`config.mk`:
```
export PLATFORM = sky130hd
export DESIGN_NAME = seq_addsub_unit
export DESIGN_NICKNAME = d
export VERILOG_FILES = /design/src/rtl/addsub_pkg.sv /design/src/rtl/cla_slice.sv /design/src/rtl/seq_addsub_unit.sv
export SDC_FILE = /design/constraint.sdc
export NUM_CORES = 1
export LEC_CHECK = 0
export ABC_CLOCK_PERIOD_IN_PS = 4100
export BUFFER_PORTS_ARGS = -buffer_cell sky130_fd_sc_hd__buf_4
export CAP_MARGIN = 10
export CORE_MARGIN = 2
export CORE_UTILIZATION = 46
export CTS_BUF_LIST = sky130_fd_sc_hd__clkbuf_16
export DETAILED_ROUTE_END_ITERATION = 12
export GPL_TIMING_DRIVEN = 0
export HOLD_SLACK_MARGIN = 0.08
export PLACE_DENSITY = 0.67
export SLEW_MARGIN = 20
export SYNTH_ARGS = -nofsm -noshare
export SYNTH_HDL_FRONTEND = slang
export SYNTH_HIERARCHICAL = 1
export SYNTH_SLANG_ARGS = --single-unit
```
`constraint.sdc`:
```
create_clock -name clk -period 4.1 [get_ports clk]
set_input_delay 0.82 -clock clk [delete_from_list [all_inputs] [get_ports clk]]
set_output_delay 0.82 -clock clk [all_outputs]
set_load 0.005 [all_outputs]
```
`src/rtl/addsub_pkg.sv`:
```
// Shared definitions for the sequential add/sub unit: operand-select
// encodings, FSM state encoding and the per-bit B-operand select helper.
package addsub_pkg;

  // Operand-select encodings for the B input of the adder
  localparam logic [1:0] OP_ADD  = 2'b00;  // A + B
  localparam logic [1:0] OP_SUBN = 2'b01;  // A + ~B (A - B with cin=1)
  localparam logic [1:0] OP_PASS = 2'b10;  // A + 0
  localparam logic [1:0] OP_ALL1 = 2'b11;  // A + all-ones (A - 1 with cin=0)

  typedef enum logic [1:0] {
    IDLE = 2'b00,
    RUN  = 2'b01,
    DONE = 2'b10
  } state_e;

  // Selects one bit of the effective B operand for the given op code
  function automatic logic sel_bit(input logic [1:0] op_v, input logic b_v);
    logic r_v;
    r_v = b_v;
    case (op_v)
      OP_ADD:  r_v = b_v;
      OP_SUBN: r_v = ~b_v;
      OP_PASS: r_v = 1'b0;
      OP_ALL1: r_v = 1'b1;
      default: r_v = b_v;
    endcase
    return r_v;
  endfunction

endpackage

```
`src/rtl/cla_slice.sv`:
```
// Combinational W-bit carry-lookahead adder slice. Every carry is formed
// directly from generate/propagate terms and the slice carry-in, so no
// carry ripples bit by bit. c_msb is the carry into the top bit of the
// slice, needed by the caller for signed-overflow detection.
module cla_slice #(
  parameter int W = 4
) (
  input  logic [W-1:0] a,
  input  logic [W-1:0] b,
  input  logic         cin,
  output logic [W-1:0] sum,
  output logic         cout,
  output logic         c_msb
);

  logic [W-1:0] g_s;
  logic [W-1:0] p_s;
  logic [W:0]   c_s;

  assign g_s = a & b;
  assign p_s = a ^ b;

  // Lookahead carries: c[i+1] = g[i] | p[i]g[i-1] | ... | p[i..0]cin
  always_comb begin
    logic acc_v;
    logic term_v;
    acc_v  = 1'b0;
    term_v = 1'b0;
    c_s    = '0;
    c_s[0] = cin;
    for (int i = 0; i < W; i++) begin
      acc_v = cin;
      for (int k = 0; k <= i; k++) begin
        acc_v = acc_v & p_s[k];
      end
      for (int j = 0; j <= i; j++) begin
        term_v = g_s[j];
        for (int k = j + 1; k <= i; k++) begin
          term_v = term_v & p_s[k];
        end
        acc_v = acc_v | term_v;
      end
      c_s[i+1] = acc_v;
    end
  end

  assign sum   = p_s ^ c_s[W-1:0];
  assign cout  = c_s[W];
  assign c_msb = c_s[W-1];

endmodule

```
`src/rtl/seq_addsub_unit.sv`:
```
// Multi-cycle add/sub unit. A WIDTH-bit operation is processed one
// SLICE-bit lookahead slice per clock, LSB slice first, with the carry
// held in a register between slices. Valid/ready handshake on both sides.
// Optional build macro: ADDSUB_FLAGS_EN adds registered zero/neg outputs.
module seq_addsub_unit
  import addsub_pkg::*;
#(
  parameter int WIDTH = 16,
  parameter int SLICE = 4,
  parameter int CNT_W = ((WIDTH / SLICE) > 1) ? $clog2(WIDTH / SLICE) : 1
) (
  input  logic             clk,
  input  logic             rst_n,
  input  logic             in_valid,
  output logic             in_ready,
  input  logic [WIDTH-1:0] a,
  input  logic [WIDTH-1:0] b,
  input  logic [1:0]       op,
  input  logic             cin,
  output logic             out_valid,
  input  logic             out_ready,
  output logic [WIDTH-1:0] result,
  output logic             cout,
  output logic             ovf
`ifdef ADDSUB_FLAGS_EN
  ,
  output logic             zero,
  output logic             neg
`endif
);

  localparam int NSLICE = WIDTH / SLICE;
  localparam logic [CNT_W-1:0] LAST_CNT = CNT_W'(NSLICE - 1);
  localparam logic [CNT_W-1:0] CNT_ONE  = CNT_W'(1);

  state_e           state_q, state_d;
  logic [WIDTH-1:0] a_q, a_d;
  logic [WIDTH-1:0] b_q, b_d;
  logic [WIDTH-1:0] result_q, result_d;
  logic [WIDTH-1:0] b_sel_s;
  logic [CNT_W-1:0] cnt_q, cnt_d;
  logic             carry_q, carry_d;
  logic             cout_q, cout_d;
  logic             ovf_q, ovf_d;
  logic             in_ready_q, in_ready_d;
  logic             out_valid_q, out_valid_d;
`ifdef ADDSUB_FLAGS_EN
  logic             zero_q, zero_d;
  logic             neg_q, neg_d;
`endif

  logic [SLICE-1:0] sl_a_s;
  logic [SLICE-1:0] sl_b_s;
  logic [SLICE-1:0] sl_sum_s;
  logic             sl_cout_s;
  logic             sl_cmsb_s;

  // Bitwise effective-B select from the op code
  always_comb begin
    b_sel_s = '0;
    for (int i = 0; i < WIDTH; i++) begin
      b_sel_s[i] = sel_bit(op, b[i]);
    end
  end

  // Route the slice addressed by the counter into the shared adder
  always_comb begin
    sl_a_s = a_q[int'(cnt_q) * SLICE +: SLICE];
    sl_b_s = b_q[int'(cnt_q) * SLICE +: SLICE];
  end

  cla_slice #(
    .W (SLICE)
  ) u_cla_slice (
    .a     (sl_a_s),
    .b     (sl_b_s),
    .cin   (carry_q),
    .sum   (sl_sum_s),
    .cout  (sl_cout_s),
    .c_msb (sl_cmsb_s)
  );

  // Next-state and datapath-update logic for the IDLE/RUN/DONE sequencer
  always_comb begin
    state_d     = state_q;
    a_d         = a_q;
    b_d         = b_q;
    result_d    = result_q;
    cnt_d       = cnt_q;
    carry_d     = carry_q;
    cout_d      = cout_q;
    ovf_d       = ovf_q;
    in_ready_d  = in_ready_q;
    out_valid_d = out_valid_q;
`ifdef ADDSUB_FLAGS_EN
    zero_d      = zero_q;
    neg_d       = neg_q;
`endif
    case (state_q)
      IDLE: begin
        if (in_valid && in_ready_q) begin
          a_d        = a;
          b_d        = b_sel_s;
          carry_d    = cin;
          cnt_d      = '0;
          in_ready_d = 1'b0;
          state_d    = RUN;
        end else begin
          in_ready_d = 1'b1;
        end
      end
      RUN: begin
        result_d[int'(cnt_q) * SLICE +: SLICE] = sl_sum_s;
        carry_d = sl_cout_s;
        cnt_d   = cnt_q + CNT_ONE;
        if (cnt_q == LAST_CNT) begin
          // Carry into the MSB comes from inside the top slice
          cout_d      = sl_cout_s;
          ovf_d       = sl_cout_s ^ sl_cmsb_s;
`ifdef ADDSUB_FLAGS_EN
          zero_d      = (result_d == '0);
          neg_d       = result_d[WIDTH-1];
`endif
          out_valid_d = 1'b1;
          state_d     = DONE;
        end else begin
          state_d = RUN;
        end
      end
      DONE: begin
        if (out_ready) begin
          // Acceptance reopens only from the following cycle
          out_valid_d = 1'b0;
          in_ready_d  = 1'b1;
          state_d     = IDLE;
        end else begin
          state_d = DONE;
        end
      end
      default: begin
        out_valid_d = 1'b0;
        in_ready_d  = 1'b1;
        state_d     = IDLE;
      end
    endcase
  end

  // State and datapath registers with synchronous active-low reset
  always_ff @(posedge clk) begin
    if (!rst_n) begin
      state_q     <= IDLE;
      a_q         <= '0;
      b_q         <= '0;
      result_q    <= '0;
      cnt_q       <= '0;
      carry_q     <= 1'b0;
      cout_q      <= 1'b0;
      ovf_q       <= 1'b0;
      in_ready_q  <= 1'b1;
      out_valid_q <= 1'b0;
`ifdef ADDSUB_FLAGS_EN
      zero_q      <= 1'b0;
      neg_q       <= 1'b0;
`endif
    end else begin
      state_q     <= state_d;
      a_q         <= a_d;
      b_q         <= b_d;
      result_q    <= result_d;
      cnt_q       <= cnt_d;
      carry_q     <= carry_d;
      cout_q      <= cout_d;
      ovf_q       <= ovf_d;
      in_ready_q  <= in_ready_d;
      out_valid_q <= out_valid_d;
`ifdef ADDSUB_FLAGS_EN
      zero_q      <= zero_d;
      neg_q       <= neg_d;
`endif
    end
  end

  assign in_ready  = in_ready_q;
  assign out_valid = out_valid_q;
  assign result    = result_q;
  assign cout      = cout_q;
  assign ovf       = ovf_q;
`ifdef ADDSUB_FLAGS_EN
  assign zero      = zero_q;
  assign neg       = neg_q;
`endif

endmodule

```
======== After elaboration in Yosys (flattened, before gate mapping) ========
Cells that the tools add are included.
Widths: inputs -> output; s select.
word-level totals
  flip-flop bits (word level) ............. 57
  bits in latches ......................... 0
  RAM bits ................................ 0
  bits in read-only memories .............. 0
  input port bits ......................... 39
  memories ................................ 0
cells by class
  add/subtract/negate cells ............... 2
  multipliers ............................. 0
  divide/modulo/power cells ............... 0
  $lt $le $gt $ge ......................... 0
  equal/unequal tests ..................... 9
  shift operators ......................... 4
  mux-type cells .......................... 31
  bitwise operators ....................... 42
  reduce and logical (&&, ||, !) cells .... 9
operator list
  cell                     count
  $pmux 1 s4               16
  $neg 4->33               1
  $shift 4x33->16 const A  1
  $shiftx 4x33->16         1
  $shiftx 16x5->4          2
  $not 1->1                18
  $bwmux 16                1
  $and 1x1->1              10
  $or 1x1->1               10
  $eq 2x2->1 const B       4
  $mux 2                   4
  $reduce_and 2->1         4
  $xor 4x4->4              2
  $ne 2x2->1 const B       3
  $pmux 1 s3               2
  $pmux 2 s3               1
  $mux 1                   5
  $and 4x4->4              1
  $eq 2x1->1 const B       2
  $logic_not 2->1          2
  $pmux 2 s2               1
  $reduce_and 3->1         1
  $add 2x1->2 const B      1
  $pmux 1 s2               1
  other kinds (3)          3

======== Longest topological paths before layout ========
  depth after elaboration ................. 11
  depth in mapped cells ................... 9
  gate-level depth less buffers ........... 8

======== By module ========
Netlist, hierarchy kept.
modules (own cells, without submodules)
  module           times used  cells each  area each (µm²)  seq. area each (µm²)
  seq_addsub_unit  1           284         2606.2           1141.1
  cla_slice        1           15          146.4            0.0

======== Worst setup path after synthesis ========
Ideal clock, no wire load.
  kind .................................... reg-to-reg
  start point ............................. register cnt_q[1]
  end point ............................... register ovf_q (netlist: ovf)
  arrival time ............................ 2396 ps
  setup slack ............................. 1613 ps
  stages on the path, launching flop included .. 10
  buffers on the path ..................... 1
  period minus slack after synthesis ...... 2487 ps
  path through ............................ dfxtp_1 clkbuf_1 mux4_2 ha_1 ha_1 o211ai_1 nand2_2 a21o_1 xnor2_1 a311oi_1
between the ends
  elaborated cells between the ends (all ways) .. 24
  those cells by class .................... eq/ne: 1; shift: 2; bitwise: 20; reduce/logical: 1
RTL lines
  what                       RTL line                text
  start: declaration         seq_addsub_unit.sv:41   logic [CNT_W-1:0] cnt_q, cnt_d;
  start signal: assignment   seq_addsub_unit.sv:170  cnt_q <= cnt_d;
  $shiftx 16x5->4 *          seq_addsub_unit.sv:68   sl_a_s = a_q[int'(cnt_q) * SLICE +: SLICE];
  net sl_a_s[0]              seq_addsub_unit.sv:52   logic [SLICE-1:0] sl_a_s;
  $xor 4x4->4                cla_slice.sv:21         assign p_s = a ^ b;
  $and 1x1->1 (3 in a row)   cla_slice.sv:34         acc_v = acc_v & p_s[k];
  $or 1x1->1 * (3 in a row)  cla_slice.sv:41         acc_v = acc_v | term_v;
  net sl_cmsb_s              seq_addsub_unit.sv:56   logic sl_cmsb_s;
  $xor 1x1->1 *              seq_addsub_unit.sv:119  ovf_d = sl_cout_s ^ sl_cmsb_s;
  end signal: assignment     seq_addsub_unit.sv:173  ovf_q <= ovf_d;
  end: declaration           seq_addsub_unit.sv:44   logic ovf_q, ovf_d;
Mark *: on every way through the listed nets, which the timed path passes. The rest lies on a longest branch.
A chain may end at the register's enable or synchronous reset.

======== Final worst setup path ========
Same ends and word-level chain as after synthesis.

==> flow_metrics.py <==
metrics = {
    "synthesis": {
        "synth_fp_nets": 350,
        "synth_cell_type_count": 39,
        "synth_cells": 299,
        "yosys_warnings": 6,
        "syn_area_per_cell_um2": 9.21,
        "ys_ff_latch": 57,
        "yosysSeqAreaShare_pct": 41.5,
        "synth_edf_count": 0,
        "synth_area_um2": 2750,
        "async_flop_share_pct": 0,
        "synthFlopType": "dfxtp_1",
    },
    "die": {
        "rows": 28,
        "dieWidth_um": 81.4,
        "die_area_um2": 6620,
        "core_area_um2": 5850,
        "die_h_um": 81.4,
        "ioPinCount": 59,
        "initial_utilization_pct": 47.0,
    },
    "layout": {
        "nNetsFinal": 417,
        "layout_common_cells": "62 x buf_4, 57 x dfxtp_1, 55 x nand2_1, 40 x a21oi_1, 18 x xnor2_1",
        "diodes": 0,
        "regArea_um2": 1140,
        "multi_input_area_um2": 1460,
        "stdcell_area_um2": 3540,
        "drive_above_1_share_pct": 27.3,
        "fin_cells": 445,
        "nFillCells": 524,
        "final_common_cell": "buf_4",
        "syn_to_final_growth_pct": 28.7,
    },
    "power": {
        "powerDensity_nw_per_um2": 435,
        "leakagePower_nw": 1.50,
        "ir_worst_vdd_mv": 0.274,
    },
    "route": {
        "drc": 0,
        "vias": 2293,
        "dr.pass1.iters": 4,
        "post_drt_wl_per_cell_um": 14.4,
        "postRouteAntennaNets": 0,
        "vias_per_cell": 5.15,
        "drt_iter0_markers": 133,
        "wirelength_um": 6390,
    },
    "timing": {
        "final.min_clock_period_ps": 2900,
        "setup_viol": 0,
        "fmax_mhz": 345,
        "worst_slew_pin_slew_ps": 674,
        "slew_headroom_pct": 55.1,
        "rsz0062_at_grt": "no",
        "finalClockSkew_ps": 6.46,
        "slew_violations": 0,
        "post-route-period-util_pct": 70.8,
        "setup_tns_ps": 0,
        "hold_slack_ps": 454,
        "finalHoldViolCount": 0,
        "layout_setup_ws_ps": 1200,
    },
    "clocking": {
        "cts.sinks": 57,
        "clkTransAtPathRegs_ps": 50,
        "cts_tree": "yes",
        "cts_resized": 0,
        "clock_path_buffers": 2,
        "ctsHoldBuffers": 0,
        "htreeDepth": 3,
        "insertion_delay_ps": 320,
        "cts_root_buffer": "clkbuf_16",
        "cts_buffers": 9,
        "postCtsSetupBuffers": 0,
    },
    "worst_setup_path": {
        "cp_data_arrival_time_ps": 3130,
        "cp_top_family": "compound AO/OA/AOI/OAI gates",
        "cp_num_cells": 9,
        "cp_max_fo": 10,
        "critPathBufInv": 1,
        "worst_path_max_delay_cell": "clkbuf_1",
        "worstPathRequired_ps": 4330,
        "reg2regPathDepth": 9,
        "cpPeakStageDelay_ps": 540,
        "path_class": "reg -> reg",
        "startpoint": "cnt_q[1]",
        "path_cells": "clkbuf_1 > mux4_2 > ha_1 > ha_1 > o211ai_1 > nand2_2 > a21o_1 > xnor2_1 > a311oi_1",
        "crit_path_start_kind": "register",
        "cp_common_cell": "ha_1",
        "crit_end": "ovf",
        "r2r_slack_ps": 1200,
        "rr_endpoint": "ovf",
        "r2r-start": "cnt_q[1]",
        "end_kind": "register",
    },
    "place": {
        "dp_hpwl_um": 4600,
        "pre_cts_ws_ps": 1260,
        "post_dp_cell_area_um2": 3270,
        "place_inst": 430,
        "port_buffers": 56,
        "gp_congestion": 0.740,
    },
    "global_route": {
        "antenna_found_initial": 0,
        "grt_util_all_layers_pct": 21.4,
        "grt_max_degree": 11,
        "grt_pass1_vias": 2299,
        "grt_pass1_wl_um": 10600,
        "grt-ovfl-total": 0,
    },
    "job": {
        "drv_cap": 0,
    },
    "min_path": {
        "hold_path_class": "reg -> reg",
    },
    "outcome": {
        "outcome": "finished clean",
    },
}
## stage by stage
step	utilization, %	power [mW]
floorplan	-	0.776
global route	60.6	1.61
detailed placement	55.8	0.853
CTS	60.6	1.55
finish	60.6	1.54
global placement	55.8	0.850
## cell type report
type	count	area share (%)
Sequential cell	57	32.2
Timing Repair Buffer	56	11.9
Buffer	21	3.81
Clock inverter	6	1.45
Tap cell	75	2.65
Multi-Input combinational cell	217	41.2
Inverter	4	0.424
Clock buffer	9	6.36
## routing by layer
layer	track usage [%]	part of all wire [%]	up-vias	wire (µm)
met2	36.3	49	47	3120
met4	10.3	1.8	0	117
met5	0	0	-	0
met3	4.22	3.8	10	244
li1	-	-	1180	-
met1	25.9	46	1056	2910
## logic make-up after synthesis
logic type / after synthesis / synth area share (%)
buf+inv: 25 / 5.45
xor+xnor: 20 / 6.36
flops: 57 / 41.5
compound gates: 81 / 16.3
mux: 8 / 6.55
simple gates: 96 / 18.2
fa+ha+maj: 12 / 5.73
## sequential cells by signal, indices dropped and copies added, names as in the netlist
signal and cells:
b_q 16, cnt_q 2, state_q 2, in_ready 1, result 16, a_q 16, out_valid 1, cout 1
carry_q 1, ovf 1
## worst min path at each step
| stage | start | end | slack, ps | cells after the start |
|---|---|---|---|---|
| 2_1_floorplan | a_q[10] | a_q[10] | 430 | 2 |
| 3_3_place_gp | a_q[15] | a_q[15] | 440 | 2 |
| 3_5_place_dp | a_q[15] | a_q[15] | 450 | 2 |
| 5_1_grt | a_q[6] | a_q[6] | 470 | 2 |
| 4_1_cts | a_q[7] | a_q[7] | 460 | 2 |
| 6_report | a_q[12] | a_q[12] | 450 | 2 |
## power by group
group / internal (mW) / switching, mW
registers: 0.589 / 0.0206
clock network: 0.457 / 0.240
logic: 0.112 / 0.122
## synth_stat cells (2+ instances only)
library cell  number  area, µm²
buf_2              6       30.0
o22ai_1           16        100
nand4_2            2       25.0
mux4_2             8        180
buf_4              6       45.0
nand3_1            4       20.0
o21ai_1           16       80.1
nor2_1             7       26.3
and3b_2            3       30.0
ha_1              11        138
a22oi_1            2       15.0
xnor2_1           18        158
buf_6              3       33.8
dfxtp_1           57       1140
a21oi_1           40        200
nand2_1           55        206
inv_1              4       15.0
clkbuf_1           4       15.0
nor2b_1           16        100
xor2_1             2       17.5
## worst register-to-register path: stages, from the launching register on
cell      delay, ps
dfxtp_1         380
clkbuf_1        540
mux4_2          460
ha_1            320
ha_1            200
o211ai_1        210
nand2_2         100
a21o_1          230
xnor2_1         130
a311oi_1        250
Note: power is estimated with default switching activity, not from simulation.
